**config.mk**
```make
export PLATFORM = sky130hd
export DESIGN_NAME = id_ex_pipe_reg
export DESIGN_NICKNAME = d
export VERILOG_FILES = /design/src/rtl/id_ex_pipe_reg.sv
export SDC_FILE = /design/constraint.sdc
export NUM_CORES = 1
export LEC_CHECK = 0
export BUFFER_PORTS_ARGS = -buffer_cell sky130_fd_sc_hd__clkbuf_2
export CAP_MARGIN = 20
export CORE_ASPECT_RATIO = 1.25
export CORE_MARGIN = 2
export CORE_UTILIZATION = 30
export CTS_BUF_LIST = sky130_fd_sc_hd__clkbuf_8 sky130_fd_sc_hd__clkbuf_16
export CTS_CLUSTER_SIZE = 12
export DETAILED_ROUTE_END_ITERATION = 10
export HOLD_SLACK_MARGIN = 0.03
export PLACE_DENSITY = 0.64
export SLEW_MARGIN = 20
export SYNTH_ARGS = -nofsm -noshare
export SYNTH_HDL_FRONTEND = slang
export SYNTH_SLANG_ARGS = --single-unit
```
**constraint.sdc**
```tcl
create_clock -name clk -period 20.4 [get_ports clk]
set_clock_uncertainty 0.15 [all_clocks]
set_input_delay 4.08 -clock clk [delete_from_list [all_inputs] [get_ports clk]]
set_output_delay 4.08 -clock clk [all_outputs]
set_load 0.1 [all_outputs]
```
**src/rtl/id_ex_pipe_reg.sv**
```systemverilog
// Decode-to-Execute pipeline register with hazard-unit stall/flush control.
// Optional: define IDEX_BUBBLE_CNT_EN to add the saturating BubbleCnt flush counter.
module id_ex_pipe_reg #(
    parameter int W    = 32,
    parameter int RA   = 5,
    parameter int ALUC = 3
) (
    input  logic            clk,
    input  logic            rst,
    input  logic            StallE,
    input  logic            FlushE,
    input  logic            ValidD,
    input  logic [W-1:0]    RD1D,
    input  logic [W-1:0]    RD2D,
    input  logic [W-1:0]    PCD,
    input  logic [W-1:0]    PCPlus4D,
    input  logic [W-1:0]    ImmExtD,
    input  logic [RA-1:0]   Rs1D,
    input  logic [RA-1:0]   Rs2D,
    input  logic [RA-1:0]   RdD,
    input  logic            RegWriteD,
    input  logic [1:0]      ResultSrcD,
    input  logic            MemWriteD,
    input  logic            JumpD,
    input  logic            BranchD,
    input  logic            ALUSrcD,
    input  logic [ALUC-1:0] ALUControlD,
    output logic            ValidE,
    output logic [W-1:0]    RD1E,
    output logic [W-1:0]    RD2E,
    output logic [W-1:0]    PCE,
    output logic [W-1:0]    PCPlus4E,
    output logic [W-1:0]    ImmExtE,
    output logic [RA-1:0]   Rs1E,
    output logic [RA-1:0]   Rs2E,
    output logic [RA-1:0]   RdE,
    output logic            RegWriteE,
    output logic [1:0]      ResultSrcE,
    output logic            MemWriteE,
    output logic            JumpE,
    output logic            BranchE,
    output logic            ALUSrcE,
`ifdef IDEX_BUBBLE_CNT_EN
    output logic [31:0]     BubbleCnt,
`endif
    output logic [ALUC-1:0] ALUControlE
);

    typedef struct packed {
        logic            valid;
        logic [W-1:0]    rd1;
        logic [W-1:0]    rd2;
        logic [W-1:0]    pc;
        logic [W-1:0]    pc_plus4;
        logic [W-1:0]    imm_ext;
        logic [RA-1:0]   rs1;
        logic [RA-1:0]   rs2;
        logic [RA-1:0]   rd;
        logic            reg_write;
        logic [1:0]      result_src;
        logic            mem_write;
        logic            jump;
        logic            branch;
        logic            alu_src;
        logic [ALUC-1:0] alu_control;
    } ex_fields_t;

    ex_fields_t fields_in;
    ex_fields_t fields_d;
    ex_fields_t fields_q;

    always_comb begin
        fields_in             = '0;
        fields_in.valid       = ValidD;
        fields_in.rd1         = RD1D;
        fields_in.rd2         = RD2D;
        fields_in.pc          = PCD;
        fields_in.pc_plus4    = PCPlus4D;
        fields_in.imm_ext     = ImmExtD;
        fields_in.rs1         = Rs1D;
        fields_in.rs2         = Rs2D;
        fields_in.rd          = RdD;
        fields_in.reg_write   = RegWriteD;
        fields_in.result_src  = ResultSrcD;
        fields_in.mem_write   = MemWriteD;
        fields_in.jump        = JumpD;
        fields_in.branch      = BranchD;
        fields_in.alu_src     = ALUSrcD;
        fields_in.alu_control = ALUControlD;
    end

    // Flush beats stall; an all-zero bundle is a bubble with RdE=x0, so it never forwards.
    always_comb begin
        fields_d = fields_q;
        if (FlushE) begin
            fields_d = '0;
        end else if (!StallE) begin
            fields_d = fields_in;
        end
    end

    always_ff @(posedge clk or posedge rst) begin
        if (rst) begin
            fields_q <= '0;
        end else begin
            fields_q <= fields_d;
        end
    end

    assign ValidE      = fields_q.valid;
    assign RD1E        = fields_q.rd1;
    assign RD2E        = fields_q.rd2;
    assign PCE         = fields_q.pc;
    assign PCPlus4E    = fields_q.pc_plus4;
    assign ImmExtE     = fields_q.imm_ext;
    assign Rs1E        = fields_q.rs1;
    assign Rs2E        = fields_q.rs2;
    assign RdE         = fields_q.rd;
    assign RegWriteE   = fields_q.reg_write;
    assign ResultSrcE  = fields_q.result_src;
    assign MemWriteE   = fields_q.mem_write;
    assign JumpE       = fields_q.jump;
    assign BranchE     = fields_q.branch;
    assign ALUSrcE     = fields_q.alu_src;
    assign ALUControlE = fields_q.alu_control;

`ifdef IDEX_BUBBLE_CNT_EN
    logic [31:0] bubble_cnt_d;
    logic [31:0] bubble_cnt_q;

    // Counts every flush edge, saturating rather than wrapping; stalls are ignored.
    always_comb begin
        bubble_cnt_d = bubble_cnt_q;
        if (FlushE && (bubble_cnt_q != 32'hFFFF_FFFF)) begin
            bubble_cnt_d = bubble_cnt_q + 32'd1;
        end
    end

    always_ff @(posedge clk or posedge rst) begin
        if (rst) begin
            bubble_cnt_q <= '0;
        end else begin
            bubble_cnt_q <= bubble_cnt_d;
        end
    end

    assign BubbleCnt = bubble_cnt_q;
`endif

endmodule
```
* Word level (Yosys, flattened, before mapping)
Index checks and enable logic that the tools add are counted.
** Cells by class
- Add/sub/neg operators :: 0
- Multiply operators :: 0
- Divide/modulo/power cells :: 0
- Order comparisons :: 0
- Equal/unequal tests :: 1
- Shift-type cells :: 0
- Muxes and demuxes :: 2
- Bitwise gates (word level) :: 0
- Reduce and logical (&&, ||, !) cells :: 0
** Operator list (count)
- $mux W186 :: 2
- $ne A2 B1 Y1 const B :: 1
** Storage, ports and cells
- Register bits :: 186
- Bits in latches :: 0
- RAM bits :: 0
- Memory bits (read-only) :: 0
- Output and inout port bits :: 186
- Word-level logic and storage cells :: 19
- Memories kept :: 0

* Logic depth before layout (Yosys ltp)
Gate-level depths: netlist of run 1.
- Depth in word-level cells :: 2
- Depth in mapped cells :: 5
- Gate-level depth less buffers :: 2

* Worst setup path after synthesis of run 1
Ideal clock, no wire load.
- Kind :: register to output
- Start :: register fields_q, in the netlist ALUControlE[0]
- End :: output port ALUControlE[0]
- Arrival time :: 897 ps
- Required time :: 16170 ps
- Setup slack :: 15273 ps
- Cell stages (with the launch flop) :: 1
- Buffers on the path :: 0
- Cell sequence :: dfrtp_1
** RTL lines
- start, declared :: RTL line 70 : ex_fields_t fields_q;
- start signal, assigned :: RTL line 106 : fields_q <= fields_d;
- end, declared :: RTL line 46 : output logic [ALUC-1:0] ALUControlE
No word-level cell between the ends.

* Worst setup path in the final report of run 1
- Start :: input port StallE
- End :: register fields_q, in the netlist ImmExtE[5]
** On the way
- Longest elaborated chain between the ends :: 1
** RTL lines
- start, declared :: RTL line 10 : input logic StallE,
- $ne A2 B1 Y1 (no source line)
Every way passes these cells.
A chain may end at the register's enable or synchronous reset.

==> results of run 1 <==
==> area by class of cell <==
cell class	count	area, µm²	area share (%)
multi-input combinational	372	2560	25.22
inverter	1	8.758	0.08627
clock buffer	21	480.5	4.733
clock inverter	11	95.09	0.9367
timing repair buffer	381	1934	19.05
sequential	186	4654	45.85
tap	335	419.2	4.129
==> power breakdown <==
part	switching (mW)	total (mW)	leakage (nW)	internal (mW)
logic	0.206	0.254	3.10	0.0486
registers	0.0115	0.401	2.47	0.389
clock network	0.144	0.325	0.286	0.181
total	0.361	0.980	5.86	0.619
==> stage by stage <==
step | util (%) | instances | cell area (µm²) | power, mW | setup WS, ps
finish | 40.53 | 1307 | 10150 | 0.9799 | 14590
global route | 40.53 | 1307 | 10150 | 1.023 | 14480
CTS | 40.53 | 1307 | 10150 | 0.9931 | 14610
detailed placement | 38.23 | 1275 | 9577 | 0.6644 | 14140
global placement | 38.23 | 1275 | 9577 | 0.6627 | 14140
floorplan | - | 601 | 7586 | 0.6138 | 11110
==> per-layer routing <==
metal  wire length [µm]  track usage, %  vias to the layer above
met5                  0               0                        -
met4                272           5.087                        0
met3               1292           4.447                       15
met2               9868           24.47                      210
met1               7699           17.77                     2717
li1                   -               -                     2694
==> flip-flops by register name (all words and copies together) (netlist names) <==
signal       flops
MemWriteE        1
RD2E            32
ValidE           1
RD1E            32
JumpE            1
ALUSrcE          1
RdE              5
PCE             32
RegWriteE        1
PCPlus4E        32
ALUControlE      3
Rs1E             5
BranchE          1
Rs2E             5
ResultSrcE       2
ImmExtE         32
==> kinds of logic after synthesis <==
kind of cell	after synthesis	synth area share (%)
multiplexers	186	24.54
flip-flops	186	61.36
buffers and inverters	43	4.899
AND/OR/NAND/NOR	186	9.203
==> cells in the mapped netlist <==
master    number
buf_1          3
buf_2         12
buf_4          5
buf_6          1
buf_8         15
clkbuf_1       6
dfrtp_1      186
inv_1          1
mux2i_1      186
nor2_1       186
==> critical path: stages <==
cell     delay [ps]
buf_8           670
buf_4           760
mux2i_1         280
nor2_1           50
==> worst paths after layout <==
path                                      start                endpoint  depth (start not counted)
min reg2reg                RD1E[27]$_DFFE_PP0P_    RD1E[27]$_DFFE_PP0P_                          2
max in group asynchronous                   rst    RD1E[28]$_DFFE_PP0P_                          3
min                        RD1E[27]$_DFFE_PP0P_    RD1E[27]$_DFFE_PP0P_                          2
max reg2reg                RD1E[13]$_DFFE_PP0P_    RD1E[13]$_DFFE_PP0P_                          2
max                                      StallE  ImmExtE[5]$_DFFE_PP0P_                          4
min in group asynchronous                   rst  ImmExtE[1]$_DFFE_PP0P_                          2
==> reports/results.ini, run 1 <==
[clock_network]
post_cts_resized=0
cts-buffers-inserted=17
clk_root_buffer_cell=clkbuf_16
cts_setup_buffers=0
numClockSinks=186
clkLatencyLatePin_ps=420
tritoncts=done
cts_hold_repair.buffers=0
clk_pin_slew_ps=60
clock_path_buffers=2
cts-htree-levels=4

[yosys]
mappedNetlistArea_um2=7586
top_cells_by_area_synth=dfrtp_1, mux2i_1, nor2_1
synth.largest_area_cell=dfrtp_1
synth.net_count=791
syn_inst=601
yosys_warnings=0
synth.yosys.seq_area_share_pct=61.36
ys_types=10
synthesis.area_per_instance_um2=12.62
fraction_of_post_synthesis_cell_area_in_the_top_cell_type_by_area_pct=61.36
ys_seq_elements=186

[sta]
worst_pin_slew_ps=939.5
final-max-slew-violation-count=0
hold_ws_ps=372.4
max_clock_freq_mhz=172.2
relSlewSlack_pct=37.37
layout_worst_path_cycle_share_pct=28.46
final_hold_viol_count=0
finalSetupViolCount=0
final.min_clock_period_ps=5806
tns_ps=0
unrepaired_setup_endpoints_after_global_routing=no

[global_route]
vias_in_the_first_global_route=5631
antenna_found_initial=0
grt_util_overall_pct=14.55
grt_remaining_overflow=0
grt_start_max_net_pins=98
global_route_wire_length_before_repair_um=30660

[route]
postRouteAntennaNets=0
detail_route.first_pass.iterations=4
via_count=5636
detail_route.wl_per_cell_um=14.64
drc_errors=0
dr.first_iter.drc_count=184
drt-vias-per-instance=4.312
wirelength_um=19130

[critical_path]
reg2reg_slack_ps=19480
cp.arrival_ps=5930
worst-setup-path-type=input port to register
critical_path_source_type=input port
cp-end-kind=register
timing.critical_path.required_ps=20530
crit_path_max_fanout=97

[placement]
gp_routability_congestion=0.7750
post-dp-hpwl_um=13530
port-buffer-count=375

[power_and_ir_drop]
leakage_nw=5.855
ir_drop_v=0.00005247
power.density_cell_area_nw_per_um2=96.52

[cells_and_area]
layout.cells.most_common_list=clkbuf_2, dfrtp_1, mux2i_1, nor2_1, clkbuf_16
post_route_cells_drive_above_1_share_pct=42.49
antenna_cells=0
layout_commonest_cell=clkbuf_2
finalNetCount=1149
area_delta_synth_final_pct=33.83
nFillCells=2490

[floorplanning]
num_io_pins=376
die_y_um=181.8
floorplan.die_area_um2=26580
initial_core_util_pct=30.28
die_width_um=146.2
core_area_um2=25050
std_cell_rows=65

[hold_path]
min_path_type=register to register

[job]
max_cap_viol_count=0

[run_status]
outcome=finished, final reports clean

Note: power is estimated with default switching activity, not from simulation.
==> run 2, diff against run 1 <==
Settings changed: ABC_AREA set to 1, PLACE_DENSITY 0.64 to 0.65.
Clock period 20.4 ns to 6.05 ns, I/O delays scaled along.
==> run 2 against run 1 <==
Net effect: hold slack got worse by 20 ps; die area down 2.5%; non-clock buffer count unchanged; highest routed layer unchanged; design area decreased by 1.9%.
==> reports/results.ini, run 2 <==
[clock_network]
clock_path_buffers=2  ; unchanged
clkLatencyLatePin_ps=420  ; about the same
clk_pin_slew_ps=70  ; about the same
cts_setup_buffers=0  ; unchanged
tritoncts=done
numClockSinks=186  ; unchanged
clk_root_buffer_cell=clkbuf_16
cts-htree-levels=4  ; unchanged
cts-buffers-inserted=17  ; unchanged
cts_hold_repair.buffers=0  ; unchanged
post_cts_resized=0  ; unchanged

[yosys]
asyncSetResetFlopFracSynth_pct=100.0  ; unchanged
most_frequently_used_flop_master_after_synthesis=dfrtp_1
synth.most_common_cell=nand2_1
synth.yosys.seq_area_share_pct=62.94  ; +1.6 points
ys_types=11  ; +1
mappedNetlistArea_um2=7395  ; -2.5%
ys_seq_elements=186  ; unchanged
fraction_of_post_synthesis_cell_area_in_the_top_cell_type_by_area_pct=62.94  ; +1.6 points
synth.net_count=998  ; +26%
yosys_warnings=0  ; unchanged
synth_edf_count=0  ; unchanged
top_cells_by_area_synth=dfrtp_1, nand2_1, nand3_1
syn_inst=808  ; +34%
synth_top_cells_by_count=nand2_1, dfrtp_1, nand3_1
synthesis.area_per_instance_um2=9.152  ; -27%
synth.largest_area_cell=dfrtp_1

[cells_and_area]
finish.cell_count_without_fillers=1489  ; +14%
finalNetCount=1337  ; +16%
area_delta_synth_final_pct=34.64
layout_commonest_cell=clkbuf_2
antenna_cells=0  ; unchanged
fin_area_um2=9956  ; -1.9%
finalCoreUtilization_pct=40.90  ; +0.37 points
post_route_cells_drive_above_1_share_pct=35.63  ; -6.9 points
layout.cells.most_common_list=clkbuf_2, nand2_1, dfrtp_1, nand3_1, clkbuf_16

[global_route]
grt_util_overall_pct=16.20  ; +1.6 points
antenna_found_initial=0  ; unchanged
grt_util_met1_pct=20.09  ; +2.3 points
vias_in_the_first_global_route=6653  ; +18%
grt_remaining_overflow=0  ; unchanged
grt_start_max_net_pins=187  ; +91%
globalRouteMet2Util_pct=26.03  ; +1.6 points
global_route_wire_length_before_repair_um=33770  ; +10%
grt_busiest_layer=met2
global_route.usage.met3_pct=4.875  ; +0.43 points

[critical_path]
worst_r2r_path_depth=2  ; unchanged
critical_path_source_type=input port
cp_slowest_cell=buf_4
worst-path-buf-inv=3  ; +1
reg2reg_slack_ps=5230  ; -14250 ps
rr_startpoint=RD2E[25]$_DFFE_PP0P_
crit_path_max_incr_delay_ps=620  ; -140 ps
timing.critical_path.required_ps=6260  ; -14270 ps
timing.critical_path.cells=clkbuf_2 > inv_6 > buf_4 > nand3_1 > nand2_1
worst_r2r_endpoint=RD2E[25]$_DFFE_PP0P_
cp.arrival_ps=3010  ; -2920 ps
crit_path_max_fanout=134  ; +38%
cp-end-kind=register
worst-setup-path-type=input port to register
path_delay_family=buffers and inverters

[hold_path]
worstHoldEndpoint=RD2E[0]$_DFFE_PP0P_
worst_hold_path.num_cells=2  ; unchanged
min_path_type=register to register
hold_start=RD2E[0]$_DFFE_PP0P_

[route]
detail_route.wl_per_cell_um=14.17  ; -3.2%
wirelength_um=21090  ; +10%
dr.first_iter.drc_count=260  ; +41%
drc_errors=0  ; unchanged
detail_route.first_pass.iterations=4  ; unchanged
via_count=6692  ; +19%
drt-vias-per-instance=4.494  ; +4.2%
postRouteAntennaNets=0  ; unchanged

[sta]
layout_worst_path_cycle_share_pct=46.35
finalSetupViolCount=0  ; unchanged
unrepaired_setup_endpoints_after_global_routing=no
worst_pin_slew_ps=1089  ; +149.8 ps
relSlewSlack_pct=27.38  ; -10 points
final_hold_viol_count=0  ; unchanged
tns_ps=0  ; unchanged
hold_ws_ps=352.5  ; -19.86 ps
max_clock_freq_mhz=356.6
final-max-slew-violation-count=0  ; unchanged
setup_ws_ps=3246  ; -11350 ps
final.min_clock_period_ps=2804

[power_and_ir_drop]
power.total_mw=3.250  ; +230%
leakage_nw=5.954  ; +1.7%
ir_drop_v=0.0001757  ; +230%
power.density_cell_area_nw_per_um2=326.5  ; +240%

[floorplanning]
die_y_um=179.5  ; -1.2%
die_width_um=144.4  ; -1.2%
initial_core_util_pct=30.38  ; +0.092 points
num_io_pins=376  ; unchanged
std_cell_rows=64  ; -1.5%
core_area_um2=24340  ; -2.8%
floorplan.die_area_um2=25930  ; -2.5%

[placement]
post-dp-hpwl_um=13630  ; +0.76%
port-buffer-count=375  ; unchanged
dpl.cell_count=1457  ; +14%
dp_slack_ps=2759  ; -11380 ps
gp_routability_congestion=0.7979  ; +3.0%
dpl-instance-area_um2=9355  ; -2.3%

[job]
max_cap_viol_count=0  ; unchanged

[run_status]
outcome=finished, final reports clean

run 2: logic make-up (layout without fill, tap and decap cells):
kind of cell,count (synthesis),in the layout,synth area share [%]
and+or+nand+nor,559,559,31.62
DFF,186,186,62.94
buffers and inverters,63,414,5.431
run 2: worst max-delay path by stage:
| stage | startpoint | endpoint | slack (ps) | cells after the start |
|---|---|---|---|---|
| 4_1_cts | StallE | Rs2E[2]$_DFFE_PP0P_ | 3230 | 4 |
| 2_1_floorplan | rst | ALUControlE[0]$_DFFE_PP0P_ | 2300 | 1 |
| 3_3_place_gp | StallE | Rs2E[1]$_DFFE_PP0P_ | 2790 | 4 |
| 6_report | FlushE | ResultSrcE[1]$_DFFE_PP0P_ | 3250 | 5 |
| 5_1_grt | FlushE | RD1E[27]$_DFFE_PP0P_ | 3100 | 5 |
| 3_5_place_dp | StallE | Rs2E[2]$_DFFE_PP0P_ | 2760 | 4 |
run 2: final cells by class:
cell class                 instances  area [µm²]
clock buffer                      20       466.7
clock inverter                    11       98.84
fill                            2521       14390
inverter                           2       16.27
multi-input combinational        559        2338
sequential                       186        4654
tap                              330       412.9
timing repair buffer             381        1968
run 2: metal layers:
layer  share of wire [%]  vias to the layer above
met1                  42                     3102
met2                  47                      290
met3                 8.0                       46
li1                    -                     3254
met5                   0                        -
met4                 3.3                        0
run 2: power by group:
part / switching [mW] / internal [mW] / leakage [nW] / total (mW)
logic: 0.693 / 0.124 / 3.21 / 0.817
clock network: 0.485 / 0.597 / 0.273 / 1.08
registers: 0.0381 / 1.31 / 2.47 / 1.35
total: 1.22 / 2.03 / 5.95 / 3.25
run 2: worst register-to-register path, delay by kind of cell, from the launching register on:
family	cells	cell delay, ps
flops	1	390
simple gates	2	170
